### src/rtl/qpu_lsu_ctrl_if.sv
// ICB command/response bundle shared by the AGU, mres and memory sides
// of the LSU controller.
//
// Handshake: a beat transfers on a rising clk edge where valid and ready
// are both 1. Once valid is raised, the initiator keeps valid and every
// payload field stable until that beat transfers. ready may depend
// combinationally on valid; valid never depends on ready.
interface qpu_lsu_ctrl_if #(
    parameter int AW     = 32,
    parameter int XLEN   = 32,
    parameter int ITAG_W = 5
);
    logic              cmd_valid;
    logic              cmd_ready;
    logic [AW-1:0]     cmd_addr;
    logic              cmd_read;
    logic [XLEN-1:0]   cmd_wdata;
    logic [XLEN/8-1:0] cmd_wmask;
    logic [ITAG_W-1:0] cmd_itag;
    logic              rsp_valid;
    logic              rsp_ready;
    logic [XLEN-1:0]   rsp_rdata;
    logic              rsp_err;
    logic [ITAG_W-1:0] rsp_itag;

    // Issues commands, consumes responses.
    modport master (
        output cmd_valid, cmd_addr, cmd_read, cmd_wdata, cmd_wmask, cmd_itag, rsp_ready,
        input  cmd_ready, rsp_valid, rsp_rdata, rsp_err, rsp_itag
    );

    // Accepts commands, produces responses.
    modport slave (
        input  cmd_valid, cmd_addr, cmd_read, cmd_wdata, cmd_wmask, cmd_itag, rsp_ready,
        output cmd_ready, rsp_valid, rsp_rdata, rsp_err, rsp_itag
    );
endinterface

### src/rtl/qpu_lsu_ctrl.sv
// qpu_lsu_ctrl: arbitrates the AGU and mres command paths onto one memory
// ICB port and routes in-order memory responses back to the issuer using
// an outstanding FIFO of {src, itag}. src 0 = AGU, 1 = mres.
module qpu_lsu_ctrl #(
    parameter int XLEN       = 32,
    parameter int AW         = 32,
    parameter int ITAG_W     = 5,
    parameter int OUTS_DEPTH = 4
) (
    input  logic                        clk,
    input  logic                        rst,
    qpu_lsu_ctrl_if.slave               agu_icb,
    qpu_lsu_ctrl_if.slave               mres_icb,
    qpu_lsu_ctrl_if.master              mem_icb,
    output logic                        lsu_busy,
    output logic [$clog2(OUTS_DEPTH):0] lsu_outs_cnt
);
    localparam int PW = $clog2(OUTS_DEPTH);
    localparam int CW = PW + 1;
    localparam logic [CW-1:0] DEPTH = CW'(OUTS_DEPTH);

    logic [PW-1:0]                   wptr_q, wptr_d;
    logic [PW-1:0]                   rptr_q, rptr_d;
    logic [CW-1:0]                   cnt_q, cnt_d;
    logic                            lock_q, lock_d;
    logic                            lock_src_q, lock_src_d;
    logic                            last_grant_q, last_grant_d;
    logic [OUTS_DEPTH-1:0]             fifo_src_q, fifo_src_d;
    logic [OUTS_DEPTH-1:0][ITAG_W-1:0] fifo_itag_q, fifo_itag_d;

    logic              full;
    logic              empty;
    logic              grant;
    logic              cmd_hs;
    logic              rsp_hs;
    logic              head_src;
    logic [ITAG_W-1:0] head_itag;

    // Arbitration and command mux; a held (locked) grant keeps the mem cmd stable.
    always_comb begin
        full  = (cnt_q == DEPTH);
        empty = (cnt_q == '0);
        if (lock_q) begin
            grant = lock_src_q;
        end else if (agu_icb.cmd_valid && mres_icb.cmd_valid) begin
            grant = ~last_grant_q;
        end else begin
            grant = mres_icb.cmd_valid;
        end
        // Full blocks issue outright; a same-cycle pop does not bypass it.
        mem_icb.cmd_valid  = ~full & (grant ? mres_icb.cmd_valid : agu_icb.cmd_valid);
        mem_icb.cmd_addr   = grant ? mres_icb.cmd_addr  : agu_icb.cmd_addr;
        mem_icb.cmd_read   = grant ? mres_icb.cmd_read  : agu_icb.cmd_read;
        mem_icb.cmd_wdata  = grant ? mres_icb.cmd_wdata : agu_icb.cmd_wdata;
        mem_icb.cmd_wmask  = grant ? mres_icb.cmd_wmask : agu_icb.cmd_wmask;
        mem_icb.cmd_itag   = grant ? mres_icb.cmd_itag  : agu_icb.cmd_itag;
        agu_icb.cmd_ready  = ~grant & mem_icb.cmd_ready & ~full;
        mres_icb.cmd_ready =  grant & mem_icb.cmd_ready & ~full;
        cmd_hs             = mem_icb.cmd_valid & mem_icb.cmd_ready;
    end

    // Response routing from the FIFO head; an empty FIFO blocks stray responses.
    always_comb begin
        head_src           = fifo_src_q[rptr_q];
        head_itag          = fifo_itag_q[rptr_q];
        mem_icb.rsp_ready  = ~empty & (head_src ? mres_icb.rsp_ready : agu_icb.rsp_ready);
        agu_icb.rsp_valid  = mem_icb.rsp_valid & ~empty & ~head_src;
        mres_icb.rsp_valid = mem_icb.rsp_valid & ~empty &  head_src;
        agu_icb.rsp_rdata  = mem_icb.rsp_rdata;
        mres_icb.rsp_rdata = mem_icb.rsp_rdata;
        agu_icb.rsp_err    = mem_icb.rsp_err;
        mres_icb.rsp_err   = mem_icb.rsp_err;
        agu_icb.rsp_itag   = head_itag;
        mres_icb.rsp_itag  = head_itag;
        rsp_hs             = mem_icb.rsp_valid & mem_icb.rsp_ready;
        lsu_busy           = ~empty;
        lsu_outs_cnt       = cnt_q;
    end

    // Next-state: FIFO push/pop, occupancy, grant lock and round-robin pointer.
    always_comb begin
        wptr_d       = wptr_q;
        rptr_d       = rptr_q;
        fifo_src_d   = fifo_src_q;
        fifo_itag_d  = fifo_itag_q;
        last_grant_d = last_grant_q;
        if (cmd_hs) begin
            fifo_src_d[wptr_q]  = grant;
            fifo_itag_d[wptr_q] = grant ? mres_icb.cmd_itag : agu_icb.cmd_itag;
            wptr_d              = wptr_q + PW'(1);
            last_grant_d        = grant;
        end
        if (rsp_hs) begin
            rptr_d = rptr_q + PW'(1);
        end
        cnt_d      = cnt_q + CW'(cmd_hs) - CW'(rsp_hs);
        // Lock while a presented command is stalled by memory.
        lock_d     = mem_icb.cmd_valid & ~mem_icb.cmd_ready;
        lock_src_d = grant;
    end

    // State registers; reset drops all outstanding entries.
    always_ff @(posedge clk) begin
        if (rst) begin
            wptr_q       <= '0;
            rptr_q       <= '0;
            cnt_q        <= '0;
            lock_q       <= 1'b0;
            lock_src_q   <= 1'b0;
            last_grant_q <= 1'b1;
            fifo_src_q   <= '0;
            fifo_itag_q  <= '0;
        end else begin
            wptr_q       <= wptr_d;
            rptr_q       <= rptr_d;
            cnt_q        <= cnt_d;
            lock_q       <= lock_d;
            lock_src_q   <= lock_src_d;
            last_grant_q <= last_grant_d;
            fifo_src_q   <= fifo_src_d;
            fifo_itag_q  <= fifo_itag_d;
        end
    end
endmodule

### src/flat_wrapper.sv
// flat-port wrapper written by rule: the top's interface ports become plain ports
module qpu_lsu_ctrl_flat 
#(
    parameter int XLEN       = 32,
    parameter int AW         = 32,
    parameter int ITAG_W     = 5,
    parameter int OUTS_DEPTH = 4
)
  (clk, rst, lsu_busy, lsu_outs_cnt, agu_icb_cmd_valid, agu_icb_cmd_addr, agu_icb_cmd_read, agu_icb_cmd_wdata, agu_icb_cmd_wmask, agu_icb_cmd_itag, agu_icb_rsp_ready, agu_icb_cmd_ready, agu_icb_rsp_valid, agu_icb_rsp_rdata, agu_icb_rsp_err, agu_icb_rsp_itag, mres_icb_cmd_valid, mres_icb_cmd_addr, mres_icb_cmd_read, mres_icb_cmd_wdata, mres_icb_cmd_wmask, mres_icb_cmd_itag, mres_icb_rsp_ready, mres_icb_cmd_ready, mres_icb_rsp_valid, mres_icb_rsp_rdata, mres_icb_rsp_err, mres_icb_rsp_itag, mem_icb_cmd_valid, mem_icb_cmd_addr, mem_icb_cmd_read, mem_icb_cmd_wdata, mem_icb_cmd_wmask, mem_icb_cmd_itag, mem_icb_rsp_ready, mem_icb_cmd_ready, mem_icb_rsp_valid, mem_icb_rsp_rdata, mem_icb_rsp_err, mem_icb_rsp_itag);
  qpu_lsu_ctrl_if #(.AW(AW), .XLEN(XLEN), .ITAG_W(ITAG_W)) agu_icb_i ();
  qpu_lsu_ctrl_if #(.AW(AW), .XLEN(XLEN), .ITAG_W(ITAG_W)) mres_icb_i ();
  qpu_lsu_ctrl_if #(.AW(AW), .XLEN(XLEN), .ITAG_W(ITAG_W)) mem_icb_i ();
  input  logic clk;
  input  logic rst;
  output logic lsu_busy;
  output logic [$clog2(OUTS_DEPTH):0] lsu_outs_cnt;
  input wire logic [$bits(agu_icb_i.cmd_valid)-1:0] agu_icb_cmd_valid;
  input wire logic [$bits(agu_icb_i.cmd_addr)-1:0] agu_icb_cmd_addr;
  input wire logic [$bits(agu_icb_i.cmd_read)-1:0] agu_icb_cmd_read;
  input wire logic [$bits(agu_icb_i.cmd_wdata)-1:0] agu_icb_cmd_wdata;
  input wire logic [$bits(agu_icb_i.cmd_wmask)-1:0] agu_icb_cmd_wmask;
  input wire logic [$bits(agu_icb_i.cmd_itag)-1:0] agu_icb_cmd_itag;
  input wire logic [$bits(agu_icb_i.rsp_ready)-1:0] agu_icb_rsp_ready;
  output wire logic [$bits(agu_icb_i.cmd_ready)-1:0] agu_icb_cmd_ready;
  output wire logic [$bits(agu_icb_i.rsp_valid)-1:0] agu_icb_rsp_valid;
  output wire logic [$bits(agu_icb_i.rsp_rdata)-1:0] agu_icb_rsp_rdata;
  output wire logic [$bits(agu_icb_i.rsp_err)-1:0] agu_icb_rsp_err;
  output wire logic [$bits(agu_icb_i.rsp_itag)-1:0] agu_icb_rsp_itag;
  input wire logic [$bits(mres_icb_i.cmd_valid)-1:0] mres_icb_cmd_valid;
  input wire logic [$bits(mres_icb_i.cmd_addr)-1:0] mres_icb_cmd_addr;
  input wire logic [$bits(mres_icb_i.cmd_read)-1:0] mres_icb_cmd_read;
  input wire logic [$bits(mres_icb_i.cmd_wdata)-1:0] mres_icb_cmd_wdata;
  input wire logic [$bits(mres_icb_i.cmd_wmask)-1:0] mres_icb_cmd_wmask;
  input wire logic [$bits(mres_icb_i.cmd_itag)-1:0] mres_icb_cmd_itag;
  input wire logic [$bits(mres_icb_i.rsp_ready)-1:0] mres_icb_rsp_ready;
  output wire logic [$bits(mres_icb_i.cmd_ready)-1:0] mres_icb_cmd_ready;
  output wire logic [$bits(mres_icb_i.rsp_valid)-1:0] mres_icb_rsp_valid;
  output wire logic [$bits(mres_icb_i.rsp_rdata)-1:0] mres_icb_rsp_rdata;
  output wire logic [$bits(mres_icb_i.rsp_err)-1:0] mres_icb_rsp_err;
  output wire logic [$bits(mres_icb_i.rsp_itag)-1:0] mres_icb_rsp_itag;
  output wire logic [$bits(mem_icb_i.cmd_valid)-1:0] mem_icb_cmd_valid;
  output wire logic [$bits(mem_icb_i.cmd_addr)-1:0] mem_icb_cmd_addr;
  output wire logic [$bits(mem_icb_i.cmd_read)-1:0] mem_icb_cmd_read;
  output wire logic [$bits(mem_icb_i.cmd_wdata)-1:0] mem_icb_cmd_wdata;
  output wire logic [$bits(mem_icb_i.cmd_wmask)-1:0] mem_icb_cmd_wmask;
  output wire logic [$bits(mem_icb_i.cmd_itag)-1:0] mem_icb_cmd_itag;
  output wire logic [$bits(mem_icb_i.rsp_ready)-1:0] mem_icb_rsp_ready;
  input wire logic [$bits(mem_icb_i.cmd_ready)-1:0] mem_icb_cmd_ready;
  input wire logic [$bits(mem_icb_i.rsp_valid)-1:0] mem_icb_rsp_valid;
  input wire logic [$bits(mem_icb_i.rsp_rdata)-1:0] mem_icb_rsp_rdata;
  input wire logic [$bits(mem_icb_i.rsp_err)-1:0] mem_icb_rsp_err;
  input wire logic [$bits(mem_icb_i.rsp_itag)-1:0] mem_icb_rsp_itag;
  assign agu_icb_i.cmd_valid = agu_icb_cmd_valid;
  assign agu_icb_i.cmd_addr = agu_icb_cmd_addr;
  assign agu_icb_i.cmd_read = agu_icb_cmd_read;
  assign agu_icb_i.cmd_wdata = agu_icb_cmd_wdata;
  assign agu_icb_i.cmd_wmask = agu_icb_cmd_wmask;
  assign agu_icb_i.cmd_itag = agu_icb_cmd_itag;
  assign agu_icb_i.rsp_ready = agu_icb_rsp_ready;
  assign agu_icb_cmd_ready = agu_icb_i.cmd_ready;
  assign agu_icb_rsp_valid = agu_icb_i.rsp_valid;
  assign agu_icb_rsp_rdata = agu_icb_i.rsp_rdata;
  assign agu_icb_rsp_err = agu_icb_i.rsp_err;
  assign agu_icb_rsp_itag = agu_icb_i.rsp_itag;
  assign mres_icb_i.cmd_valid = mres_icb_cmd_valid;
  assign mres_icb_i.cmd_addr = mres_icb_cmd_addr;
  assign mres_icb_i.cmd_read = mres_icb_cmd_read;
  assign mres_icb_i.cmd_wdata = mres_icb_cmd_wdata;
  assign mres_icb_i.cmd_wmask = mres_icb_cmd_wmask;
  assign mres_icb_i.cmd_itag = mres_icb_cmd_itag;
  assign mres_icb_i.rsp_ready = mres_icb_rsp_ready;
  assign mres_icb_cmd_ready = mres_icb_i.cmd_ready;
  assign mres_icb_rsp_valid = mres_icb_i.rsp_valid;
  assign mres_icb_rsp_rdata = mres_icb_i.rsp_rdata;
  assign mres_icb_rsp_err = mres_icb_i.rsp_err;
  assign mres_icb_rsp_itag = mres_icb_i.rsp_itag;
  assign mem_icb_cmd_valid = mem_icb_i.cmd_valid;
  assign mem_icb_cmd_addr = mem_icb_i.cmd_addr;
  assign mem_icb_cmd_read = mem_icb_i.cmd_read;
  assign mem_icb_cmd_wdata = mem_icb_i.cmd_wdata;
  assign mem_icb_cmd_wmask = mem_icb_i.cmd_wmask;
  assign mem_icb_cmd_itag = mem_icb_i.cmd_itag;
  assign mem_icb_rsp_ready = mem_icb_i.rsp_ready;
  assign mem_icb_i.cmd_ready = mem_icb_cmd_ready;
  assign mem_icb_i.rsp_valid = mem_icb_rsp_valid;
  assign mem_icb_i.rsp_rdata = mem_icb_rsp_rdata;
  assign mem_icb_i.rsp_err = mem_icb_rsp_err;
  assign mem_icb_i.rsp_itag = mem_icb_rsp_itag;
  qpu_lsu_ctrl #(.XLEN(XLEN), .AW(AW), .ITAG_W(ITAG_W), .OUTS_DEPTH(OUTS_DEPTH)) u_core (.clk(clk), .rst(rst), .agu_icb(agu_icb_i), .mres_icb(mres_icb_i), .mem_icb(mem_icb_i), .lsu_busy(lsu_busy), .lsu_outs_cnt(lsu_outs_cnt));
endmodule
### config.mk
export PLATFORM = sky130hd
export DESIGN_NAME = qpu_lsu_ctrl_flat
export DESIGN_NICKNAME = d
export VERILOG_FILES = /design/src/rtl/qpu_lsu_ctrl_if.sv /design/src/rtl/qpu_lsu_ctrl.sv /design/src/flat_wrapper.sv
export SDC_FILE = /design/constraint.sdc
export NUM_CORES = 1
export LEC_CHECK = 0
export ABC_CLOCK_PERIOD_IN_PS = 5100
export CAP_MARGIN = 20
export CORE_AREA = 3 3 137 139
export CTS_BUF_LIST = sky130_fd_sc_hd__clkbuf_8
export DETAILED_ROUTE_END_ITERATION = 6
export DIE_AREA = 0 0 140 142
export PLACE_DENSITY = 0.55
export RECOVER_POWER = 25
export SLEW_MARGIN = 20
export SYNTH_ARGS = -nofsm -noshare
export SYNTH_HDL_FRONTEND = slang
export SYNTH_SLANG_ARGS = --single-unit
### constraint.sdc
create_clock -name clk -period 5.1 [get_ports clk]
set_input_delay 0.765 -clock clk [delete_from_list [all_inputs] [get_ports clk]]
set_output_delay 0.765 -clock clk [all_outputs]
set_load 0.02 [all_outputs]
# Word-level counts from Yosys, hierarchy flattened
# Index checks and enable logic that the tools add are counted.
[op_classes] eq_ne=1 n_lt_le_gt_ge=3 n_addsub=4 n_reduce_logical=3 n_mux=19 bitwise_logic=18
[ops] operator="32-bit two-way mux" count=2
[ops] operator="20-bit bitwise mux" count=1
[ops] operator="5-bit two-way mux" count=3
[ops] operator="1-bit bitwise AND" count=12
[ops] operator="5-bit binary-select mux with 2-bit select" count=1
[ops] operator="5-bit demux with 2-bit select" count=1
[ops] operator="1-bit two-way mux" count=7
[ops] operator="2-bit by 3-bit less-than comparator with 1-bit output (second input constant)" count=2
[ops] operator="1-bit NOT" count=6
[ops] operator="2-bit by 1-bit adder with 2-bit output (second input constant)" count=2
[ops] operator="4-bit bitwise mux" count=1
[ops] operator="4-bit two-way mux" count=1
[ops] operator="3-bit by 1-bit adder with 3-bit output" count=1
[ops] operator="3-bit equality test (second input constant)" count=1
[ops] operator="3-bit logical NOT" count=1
[ops] operator="3-bit by 1-bit subtractor with 3-bit output" count=1
[ops] operator="1-bit binary-select mux with 2-bit select" count=1
[ops] operator="1-bit demux with 2-bit select" count=1
[ops] operator="2-bit by 1-bit greater-or-equal comparator with 1-bit output (second input constant)" count=1
[ops] operator="1-bit logical AND" count=2
[word_totals] word_cells=59 register_bits=34 out_inout_bits=160

# Longest topological paths before layout
# Gate-level depths: netlist of run 1.
[depth] depth_word=8 ltp_mapped=13 depth_no_buf=12

# Worst setup path after synthesis of run 1
# OpenSTA, ideal clock, no wires.
[synth_path] path_type="input to output" from="input port mres_icb_cmd_valid" to="output port mem_icb_cmd_itag[1]" cell_stages=5 t_arrival_ns=1.846 path_slack_ns=2.489 cell_sequence="nor2b_1 > a22oi_2 > buf_6 > mux2i_1 > inv_1"
[synth_between] elab_chain_cells=4
[synth_lines] element="from (decl)" line_no="flat_wrapper.sv:29" text="input wire logic [$bits(mres_icb_i.cmd_valid)-1:0] mres_icb_cmd_valid;"
[synth_lines] element="1-bit logical AND" line_no="qpu_lsu_ctrl.sv:45" text="end else if (agu_icb.cmd_valid && mres_icb.cmd_valid) begin"
[synth_lines] element="1-bit two-way mux *" line_no="qpu_lsu_ctrl.sv:45"
[synth_lines] element="1-bit two-way mux *" line_no="qpu_lsu_ctrl.sv:43" text="if (lock_q) begin"
[synth_lines] element="5-bit two-way mux *" line_no="qpu_lsu_ctrl.sv:56" text="mem_icb.cmd_itag = grant ? mres_icb.cmd_itag : agu_icb.cmd_itag;"
[synth_lines] element="to (decl)" line_no="flat_wrapper.sv:46" text="output wire logic [$bits(mem_icb_i.cmd_itag)-1:0] mem_icb_cmd_itag;"
# Mark *: on every way between the ends. The rest lies on a longest branch, timed or not.

# Worst setup path in the final report of run 1
[layout_path] from="input port mres_icb_cmd_valid" to="output port mem_icb_cmd_itag[0]"
# The elaborated chain is that of the path after synthesis.

==> results of run 1 <==
==> critical path, cell delays in order <==
cell	delay (ps)
clkdlybuf4s50_1	450
nor2b_1	160
a22oi_2	180
buf_12	360
mux2i_1	530
inv_1	100
clkdlybuf4s50_1	560
==> layer usage <==
| layer | GRT usage, % | vias up | wire (um) |
|---|---|---|---|
| met5 | 0 | - | 26 |
| met4 | 1.53 | 4 | 78 |
| met3 | 5.71 | 11 | 1560 |
| met2 | 23.4 | 227 | 7160 |
| met1 | 15.7 | 1413 | 5350 |
| li1 | - | 1434 | - |
==> registers in the layout, summed over array words and instances, names as in the netlist <==
| name | flops |
|---|---|
| u_core.last_grant_q | 1 |
| u_core.wptr_q | 2 |
| u_core.lock_src_q | 1 |
| u_core.lock_q | 1 |
| u_core.lsu_outs_cnt | 3 |
| u_core.rptr_q | 2 |
| u_core.fifo_itag_q | 20 |
| u_core.fifo_src_q | 4 |
==> final cells by class <==
cell class	count	area share, %
tap	229	5.34
multi-input combinational	185	31.8
timing repair buffer	254	47.4
inverter	12	0.839
clock inverter	3	0.699
clock buffer	5	1.28
sequential	34	12.7
==> cell usage in the layout (no fill, tap or decap) <==
master           instances
and3_1                   4
nor3b_2                  1
nor3b_1                  2
o21bai_1                 1
a21oi_1                  2
ha_1                     6
nand3_1                  2
bufinv_16                1
a211oi_1                24
clkdlybuf4s50_1        249
nor3_1                   1
a221o_1                  1
nand2b_1                 1
dfxtp_1                 34
nor4_1                   1
mux4_2                   5
a21o_1                   1
nor2_1                  10
clkbuf_8                 5
buf_4                    4
xor2_1                   1
a22oi_2                  1
mux2_2                  71
xnor2_1                  1
nand3b_1                 1
o21ai_0                  2
fa_1                     1
nor2b_1                  4
and2_1                   1
a31oi_1                 24
a21oi_2                  1
nor2b_2                  1
nand2_1                  3
inv_1                   14
mux2i_1                 11
buf_12                   1
==> power breakdown <==
part / switching (mW) / leakage [nW] / internal, mW
Clock: 0.0962 / 0.0607 / 0.142
Combinational: 0.410 / 1.64 / 0.470
Sequential: 0.0379 / 0.277 / 0.301
Total: 0.545 / 1.97 / 0.913
==> synthesized netlist by cell type <==
master,number,area share (%)
nand3b_1,1,0.24
and3_1,4,0.81
buf_4,74,18
fa_1,1,0.65
a221o_1,1,0.32
mux2_2,71,26
a21oi_1,3,0.49
nor3_1,1,0.16
a211oi_1,24,5.8
o21bai_1,1,0.24
ha_1,6,2.4
nor4_1,1,0.20
nand2b_1,1,0.20
a31oi_1,24,4.9
mux2i_1,11,3.6
xor2_1,1,0.28
nor3b_1,2,0.49
nand2_1,3,0.37
nor3b_2,1,0.41
dfxtp_1,34,22
nand3_1,2,0.32
clkbuf_1,9,1.1
a21o_1,1,0.24
nor2b_1,5,1.0
and2_1,1,0.20
mux4_2,5,3.7
inv_1,12,1.5
o21ai_0,2,0.32
a22oi_2,1,0.41
nor2_1,10,1.2
xnor2_1,1,0.28
buf_6,1,0.37
buf_2,11,1.8
==> stage by stage <==
stage | instance area [um^2] | hold slack, ps
2_1_floorplan | 3080 | 457
3_3_place_gp | 5260 | 480
3_5_place_dp | 5260 | 505
4_1_cts | 5370 | 526
5_1_grt | 5370 | 561
6_report | 5370 | 524
==> cell families after synthesis <==
logic type                 count (synthesis)  synth area share (%)
muxes                                     87                  33.2
DFF                                       34                  22.1
AOI/OAI and AO/OA                         57                  12.7
xor gates and xnor gates                   2                 0.568
buffers and inverters                    107                  22.7
adders and majority gates                  7                  3.08
and+or+nand+nor                           32                  5.64
==> worst min path at each step <==
| stage | from | to | slack (ps) | depth (start not counted) |
|---|---|---|---|---|
| after floorplan | u_core.last_grant_q | u_core.last_grant_q | 460 | 1 |
| after global placement | u_core.last_grant_q | u_core.last_grant_q | 480 | 1 |
| after detailed placement | u_core.last_grant_q | u_core.last_grant_q | 510 | 1 |
| after CTS | u_core.last_grant_q | u_core.last_grant_q | 530 | 1 |
| after global routing | u_core.wptr_q[1] | u_core.wptr_q[1] | 560 | 2 |
| final | u_core.last_grant_q | u_core.last_grant_q | 520 | 1 |
==> key figures, run 1 <==
Worst setup path
  – Worst EP arrival: about 3200 ps
  – Crit Path Category: in2out
  – R2r endpoint: u_core.lsu_outs_cnt[2]
  – Reg2reg path depth: 12
  – Required @ worst endpoint: 4340 ps
  – Critical R2R Launch: u_core.rptr_q[1]
  – Worst Setup EP: mem_icb_cmd_itag[0]
  – Setup crit end kind: output pin
  – Crit Path Max Fanout: a little over 70
  – Worst reg2reg setup slack: roughly 2200 ps
  – Worst setup startpoint: mres_icb_cmd_valid
  – Worst setup SP type: input pin

Clock network
  – Clk Latency, worst-skew pair: between 200 and 300 ps
  – Clk slew on worst S/H paths: 70 ps
  – CTS tree: built
  – Post-CTS Repair Setup Buffers: 0
  – Clock Tree Root: clkbuf_8
  – Worst-case clock buffer depth: 2
  – H-tree depth: 2
  – Inserted Clock Buffers: 5
  – Clock Sink Count: 34
  – Hold buffer count at cts: 0
  – Post-CTS sizing: 0

Die
  – Starting density of the core: around 17%
  – DIE AREA: just under 20000 um^2
  – Die Ht: approximately 140 um
  – I/O pin cnt: roughly 350
  – Row Count: approximately 50
  – Core area: about 18000 um^2
  – Die outline width: around 140 um

Route
  – Post-DR wirelength/cell: 19.6 um
  – Pre-Repair DR Iteration Count: 5
  – Vias: a little over 3000
  – Vias per Instance: roughly 4.3
  – DRC viols: 0
  – Routed Antenna Nets: 0
  – Detailed Route WL: 14200 um
  – Initial DRC Count: 90

STA
  – Max Slew Vio Count: 0
  – Crit path time final: between 3000 and 4000 ps
  – Actual slew at the worst max-slew pin: around 530 ps
  – Worst Clk Skew: around 9.6 ps
  – Max Freq: around 250 MHz
  – RSZ-0062 raised after global routing: no
  – Final hold violation count: 0
  – Setup-failing EPs final: 0
  – Rel. slew slack: a little under two thirds
  – Final period util: 77.3%
  – Setup ws final: around 1200 ps
  – Fin Setup TNS: 0 ps

Final layout
  – Fin nets: 693
  – ANT cells: 0
  – Fin util: 30.2%
  – Register area: 681 um^2
  – Area Overhead vs Synth: 74.1%
  – Fillcell total: 1821
  – Final non-filler cell total: between 700 and 800
  – Multi-input logic area: approximately 1700 um^2
  – Layout cells sized above 1: about 18%

Synthesis
  – #FFs+latches synth: 34
  – Ys Warns: 0
  – Post-synthesis cell type count: 33
  – Post-synthesis instance total: between 300 and 400
  – Seq/Total Area, Yosys: between 20 and 25%
  – Post-Syn Nets: roughly 530
  – Synthesized area per cell: ~9.5 um^2
  – Netlist Area Pre-Place: 3080 um^2

Run
  – Maxcap violations: 0

Placed design
  – PortBufs: roughly 250
  – Gpl congestion: between 0.8 and 0.9
  – Placed cell count: approximately 710
  – Placement Setup Slack: about 1100 ps
  – Hpwl dp: around 12000 um

Global routing
  – Total grt overflow: 0
  – Gr usage total: approximately an eighth
  – Initial antenna violation count: 2
  – Largest net degree at the start of global routing: 73
  – First-pass GRT wire length: slightly above 20000 um
  – Vias in the first global route: 3157

Pwr
  – Total power: 1.46 mW
  – VDD IR max: around 0.2 mV
  – PwrDens: between 200 and 300 nW/um^2
  – Pleak: around 2.0 nW

Outcome
  – Outcome: completed

Hold path
  – HP Class: reg2reg
(Power assumes the default switching activity.)
==> run 2: changes to the inputs <==
--- a/config.mk
+++ b/config.mk
@@ -5,13 +5,13 @@
 export SDC_FILE = /design/constraint.sdc
 export NUM_CORES = 1
 export LEC_CHECK = 0
-export ABC_CLOCK_PERIOD_IN_PS = 5100
+export ABC_CLOCK_PERIOD_IN_PS = 3400
 export CAP_MARGIN = 20
-export CORE_AREA = 3 3 137 139
+export CORE_AREA = 3 3 135 137
 export CTS_BUF_LIST = sky130_fd_sc_hd__clkbuf_8
 export DETAILED_ROUTE_END_ITERATION = 6
-export DIE_AREA = 0 0 140 142
-export PLACE_DENSITY = 0.55
+export DIE_AREA = 0 0 138 140
+export PLACE_DENSITY = 0.58
 export RECOVER_POWER = 25
 export SLEW_MARGIN = 20
 export SYNTH_ARGS = -nofsm -noshare
==> constraint.sdc (replaced) <==
create_clock -name clk -period 3.4 [get_ports clk]
set_input_delay 0.51 -clock clk [delete_from_list [all_inputs] [get_ports clk]]
set_output_delay 0.51 -clock clk [all_outputs]
set_load 0.02 [all_outputs]
==> key figures, run 2 (synthesized netlist as in run 1, its figures left out) <==
Clock network
  – Inserted Clock Buffers: 5
  – CTS tree: built
  – Hold buffer count at cts: 0
  – Post-CTS Repair Setup Buffers: 0
  – Worst-case clock buffer depth: 2
  – Clk slew on worst S/H paths: around 70 ps
  – Clock Tree Root: clkbuf_8
  – Post-CTS sizing: 0
  – Clk Latency, worst-skew pair: around 280 ps
  – Clock Sink Count: 34
  – H-tree depth: 2

Placed design
  – DP Area: around 5300 um^2
  – Hpwl dp: around 12000 um
  – Placed cell count: just over 700
  – Gpl congestion: just over 0.8
  – PortBufs: 249

Worst setup path
  – CP delay by family, top: buffers and inverters
  – CP max-delay cell: clkdlybuf4s50_1
  – Buf+Inv Stages, Crit Path: 3
  – R2r endpoint: u_core.lsu_outs_cnt[2]
  – Critical path's largest stage delay: between 500 and 600 ps
  – Crit-path most repeated cell: clkdlybuf4s50_1
  – Crit Path Category: in2out
  – Critical R2R Launch: u_core.rptr_q[1]
  – Setup crit end kind: output pin
  – Reg2reg path depth: 12
  – Worst EP arrival: 2690 ps
  – Critical path cell sequence: clkdlybuf4s50_1, nor2b_1, a22oi_2, buf_4, mux2_2, clkdlybuf4s50_1
  – Worst setup SP type: input pin
  – Worst reg2reg setup slack: about 480 ps
  – Required @ worst endpoint: between 2000 and 3000 ps
  – Crit Path Max Fanout: 23

Global routing
  – Total grt overflow: 0
  – Vias in the first global route: about 3300
  – Gr usage total: ~14%
  – Initial antenna violation count: 3
  – First-pass GRT wire length: between 20000 and 25000 um
  – Largest net degree at the start of global routing: 47

Final layout
  – Fin util: between 30% and 40%
  – Fin nets: 700
  – Largest register by flop count: u_core.fifo_itag_q
  – Layout cells sized above 1: between 20 and 25%
  – Fillcell total: around 1800
  – Area Overhead vs Synth: 76.7%
  – Final non-filler cell total: roughly 730
  – Final non-filler cell area: about 5400 um^2
  – Max reg flops: 20
  – Commonest non-fill, non-tap cells in the layout: clkdlybuf4s50_1 (248), mux2_2 (71), dfxtp_1 (34), a31oi_1 (24), a211oi_1 (24)
  – Commonest non-fill, non-tap cell in the layout: clkdlybuf4s50_1

Route
  – Pre-Repair DR Iteration Count: 4
  – Initial DRC Count: 140
  – DRC viols: 0
  – Vias: 3059
  – Routed Antenna Nets: 0
  – Post-DR wirelength/cell: 19.7 um
  – Vias per Instance: about 4.2
  – Detailed Route WL: 14300 um

Die
  – Die Ht: between 100 and 150 um
  – Row Count: 48
  – I/O pin cnt: about 350
  – DIE AREA: 19300 um^2
  – Die outline width: roughly 140 um
  – Starting density of the core: ~18%
  – Core area: 17200 um^2

STA
  – Max Freq: about 310 MHz
  – Crit path time final: 3200 ps
  – Rel. slew slack: about two thirds
  – Worst Clk Skew: about 8.3 ps
  – Max Slew Vio Count: 0
  – Final hold violation count: 0
  – Actual slew at the worst max-slew pin: about 510 ps
  – Setup-failing EPs final: 0
  – Fin Setup TNS: 0 ps
  – Final period util: between 90% and 100%
  – RSZ-0062 raised after global routing: no

Hold path
  – HP Class: reg2reg
  – Min-delay src: u_core.last_grant_q
  – Worst Hold End: u_core.last_grant_q
  – Hold-critical path depth: 1

Pwr
  – PwrDens: roughly 420 nW/um^2
  – Pleak: between 2 and 2.5 nW
  – VDD IR max: approximately 0.25 mV

Run
  – Maxcap violations: 0

Outcome
  – Outcome: completed
run 2: cell types whose count changed in the layout (fill, tap and decap cells not counted):
cell	delta
clkinv_4	+1
diode_2	+1
bufinv_16	+1
inv_1	-2
clkdlybuf4s50_1	-1
buf_4	+8
run 2: worst max-delay path by stage:
stage                       start                endpoint  cells past startpoint
6_report       mres_icb_cmd_valid     mem_icb_cmd_addr[6]                      6
5_1_grt        mres_icb_cmd_valid     mem_icb_cmd_itag[1]                      7
2_1_floorplan    u_core.rptr_q[0]  u_core.lsu_outs_cnt[2]                     12
3_5_place_dp   mres_icb_cmd_valid     mem_icb_cmd_addr[6]                      6
3_3_place_gp   mres_icb_cmd_valid     mem_icb_cmd_addr[4]                      6
4_1_cts         agu_icb_cmd_valid     mem_icb_cmd_addr[2]                      6
run 2: per-stage QoR:
stage | hold WS, ps | setup WS (ps) | total power [mW]
2_1_floorplan | 457 | 841 | 1.34
3_3_place_gp | 476 | 245 | 1.85
3_5_place_dp | 489 | 185 | 1.87
4_1_cts | 512 | 189 | 2.33
5_1_grt | 524 | 104 | 2.44
6_report | 509 | 198 | 2.31
run 2: worst register-to-register path, delay by kind of cell, from the launching register on:
kind	cells	cell delay [ps]
multiplexers	3	870
adder cells (fa/ha/maj)	3	760
XOR/XNOR	2	310
buffers and inverters	2	110
AND/OR/NAND/NOR	2	120
flip-flops	1	640
run 2: per-layer routing:
metal	track usage (%)	share of wire [%]
met5	0	0.28
met4	1.77	0.52
met3	7.95	13
met2	23.2	47
met1	16.3	39
run 2: layout make-up:
type                       count  area (um^2)  share of cell area, %
inverter                      12         45.0                  0.827
tap                          225          282                   5.17
clock buffer                   5         68.8                   1.26
clock inverter                 3         68.8                   1.26
timing repair buffer         261         2590                   47.6
multi-input combinational    185         1710                   31.4
sequential                    34          681                   12.5
antenna                        1         2.50                 0.0459
run 2: power breakdown:
group | internal (mW) | switching, mW | total, mW
combinational | 0.719 | 0.640 | 1.36
sequential | 0.451 | 0.0454 | 0.496
clock | 0.294 | 0.157 | 0.451
total | 1.46 | 0.843 | 2.31
==> run 3: changes to the inputs <==
--- a/config.mk
+++ b/config.mk
@@ -12,7 +12,7 @@
 export DETAILED_ROUTE_END_ITERATION = 6
 export DIE_AREA = 0 0 138 140
 export PLACE_DENSITY = 0.58
-export RECOVER_POWER = 25
+export SETUP_SLACK_MARGIN = 0.4
 export SLEW_MARGIN = 20
 export SYNTH_ARGS = -nofsm -noshare
 export SYNTH_HDL_FRONTEND = slang
==> key figures, run 3 (synthesized netlist as in run 1, its figures left out) <==
Outcome
  – Outcome: completed

Route
  – M1 WL: ~5400 um
  – Post-DR wirelength/cell: between 15 and 20 um
  – DRC viols: 0
  – Pre-Repair DR Iteration Count: 4
  – Routed Antenna Nets: 0
  – Met2 wire len: approximately 7000 um
  – Initial DRC Count: roughly 150
  – Detailed Route WL: between 10000 and 15000 um
  – Vias: slightly above 3000
  – DR WL met3: around 2000 um
  – Vias per Instance: between 4 and 5
  – Max Used Layer: met5

STA
  – Max Slew Vio Count: 0
  – Fin Setup TNS: 0 ps
  – Max Freq: around 340 MHz
  – Final hold violation count: 0
  – Final period util: between 80 and 90%
  – Worst Clk Skew: 9.23 ps
  – Setup-failing EPs final: 0
  – RSZ-0062 raised after global routing: yes
  – Actual slew at the worst max-slew pin: between 300 and 400 ps
  – Crit path time final: 2930 ps
  – Rel. slew slack: 75.4%

Worst setup path
  – CP max-delay cell: clkdlybuf4s50_1
  – Worst reg2reg setup slack: between 700 and 800 ps
  – Crit Path Category: in2out
  – Setup crit end kind: output pin
  – Worst setup SP type: input pin
  – Critical R2R Launch: u_core.rptr_q[1]
  – Worst EP arrival: roughly 2400 ps
  – CP delay by family, top: buffers and inverters
  – Crit Path Max Fanout: 12
  – Critical path's largest stage delay: ~610 ps
  – Required @ worst endpoint: a little under 3000 ps
  – Crit-path most repeated cell: clkdlybuf4s50_1
  – Critical path cell sequence: clkdlybuf4s50_1, nor2b_1, a22oi_2, buf_6, buf_4, and2_1, clkdlybuf4s50_1
  – Reg2reg path depth: 12
  – Buf+Inv Stages, Crit Path: 4
  – R2r endpoint: u_core.lsu_outs_cnt[2]

Final layout
  – Area Overhead vs Synth: 76.6%
  – Final non-filler cell area: between 5000 and 6000 um^2
  – Multi-input logic area: roughly 1700 um^2
  – Final non-filler cell total: 729
  – Commonest non-fill, non-tap cells in the layout: clkdlybuf4s50_1 (174), mux2_2 (71), dlygate4sd2_1 (65), dfxtp_1 (33)
  – Largest register by flop count: u_core.fifo_itag_q
  – Fillcell total: between 1500 and 2000
  – Layout cells sized above 1: between 20% and 30%
  – Fin nets: between 700 and 800
  – Commonest non-fill, non-tap cell in the layout: clkdlybuf4s50_1
  – Register area: ~700 um^2
  – Max reg flops: 20
  – Fin util: a little under a third

Hold path
  – Worst Hold End: u_core.last_grant_q
  – HP Class: reg2reg
  – Min-delay src: u_core.last_grant_q
  – Hold-critical path depth: 1

Clock network
  – Inserted Clock Buffers: 5
  – Clk slew on worst S/H paths: roughly 70 ps
  – Clock Tree Root: clkbuf_8
  – Clk Latency, worst-skew pair: between 200 and 300 ps
  – Clock Sink Count: 34
  – CTS tree: built
  – H-tree depth: 2
  – Worst-case clock buffer depth: 2

Global routing
  – First-pass GRT wire length: 21200 um
  – Largest net degree at the start of global routing: 36
  – Initial antenna violation count: 3
  – Vias in the first global route: about 3400
  – Total grt overflow: 0
  – Gr usage total: approximately 14%

Run
  – Maxcap violations: 0

Die
  – Die Ht: roughly 140 um
  – Starting density of the core: roughly 18%
  – DIE AREA: 19300 um^2
  – Die outline width: between 100 and 150 um
  – Core area: approximately 17000 um^2
  – I/O pin cnt: ~350
  – Row Count: between 40 and 50

Placed design
  – DP Area: approximately 5300 um^2
  – Placed cell count: 717
  – PortBufs: around 250
  – Gpl congestion: just over 0.8
  – Hpwl dp: 12000 um

Pwr
  – Total power: 2.26 mW
  – VDD IR max: around 0.24 mV
  – PwrDens: 414 nW/um^2
  – Pleak: between 2 and 2.5 nW
## run 3: stage by stage
step           setup slack (ps)  hold WS, ps
3_3_place_gp                245          476
6_report                    469          510
2_1_floorplan               841          457
5_1_grt                     392          524
3_5_place_dp                185          489
4_1_cts                     213          512
## run 3: what timing repair did
item,4_1_cts,5_1_grt
cloned,1,0
endpoints found under the setup margin,73,47
hold buffers,0,0
setup buffers,2,0
pin swaps,0,0
gates resized for setup,75,16
endpoints found under the hold margin,0,0
## run 3: how the worst max path moves through the flow
stage,slack (ps),endpoint,startpoint,cells past startpoint
after floorplan,840,u_core.lsu_outs_cnt[2],u_core.rptr_q[0],12
after global placement,240,mem_icb_cmd_addr[4],mres_icb_cmd_valid,6
after detailed placement,190,mem_icb_cmd_addr[6],mres_icb_cmd_valid,6
after CTS,210,mem_icb_cmd_addr[2],agu_icb_cmd_valid,8
after global routing,390,agu_icb_cmd_ready,mres_icb_cmd_valid,7
final,470,agu_icb_cmd_ready,mres_icb_cmd_valid,7
## run 3: cell type report
cell class / instances / share of cell area, %
Antenna cell: 1 / 0.0460
Clock buffer: 5 / 1.26
Clock inverter: 3 / 1.26
Inverter: 12 / 0.827
Multi-Input combinational cell: 185 / 31.6
Sequential cell: 34 / 12.6
Tap cell: 225 / 5.17
Timing Repair Buffer: 264 / 47.3
## run 3: power by group
group	switching (mW)	internal, mW	total, mW
logic	0.641	0.668	1.31
registers	0.0460	0.450	0.497
clock network	0.157	0.294	0.451
total	0.844	1.41	2.26
## run 3: worst register-to-register path, delay by kind of cell, from the launching register on
| kind | cells | cell delay (ps) |
|---|---|---|
| xor gates and xnor gates | 2 | 310 |
| adders and majority gates | 3 | 760 |
| and+or+nand+nor | 2 | 120 |
| DFF | 1 | 450 |
| buffers and inverters | 2 | 110 |
| muxes | 3 | 780 |
## run 3: routing by layer
layer | vias to the layer above | GRT usage (%)
met4 | 6 | 1.77
met5 | - | 0
met3 | 15 | 7.89
met2 | 187 | 23.9
li1 | 1456 | -
met1 | 1431 | 16.4
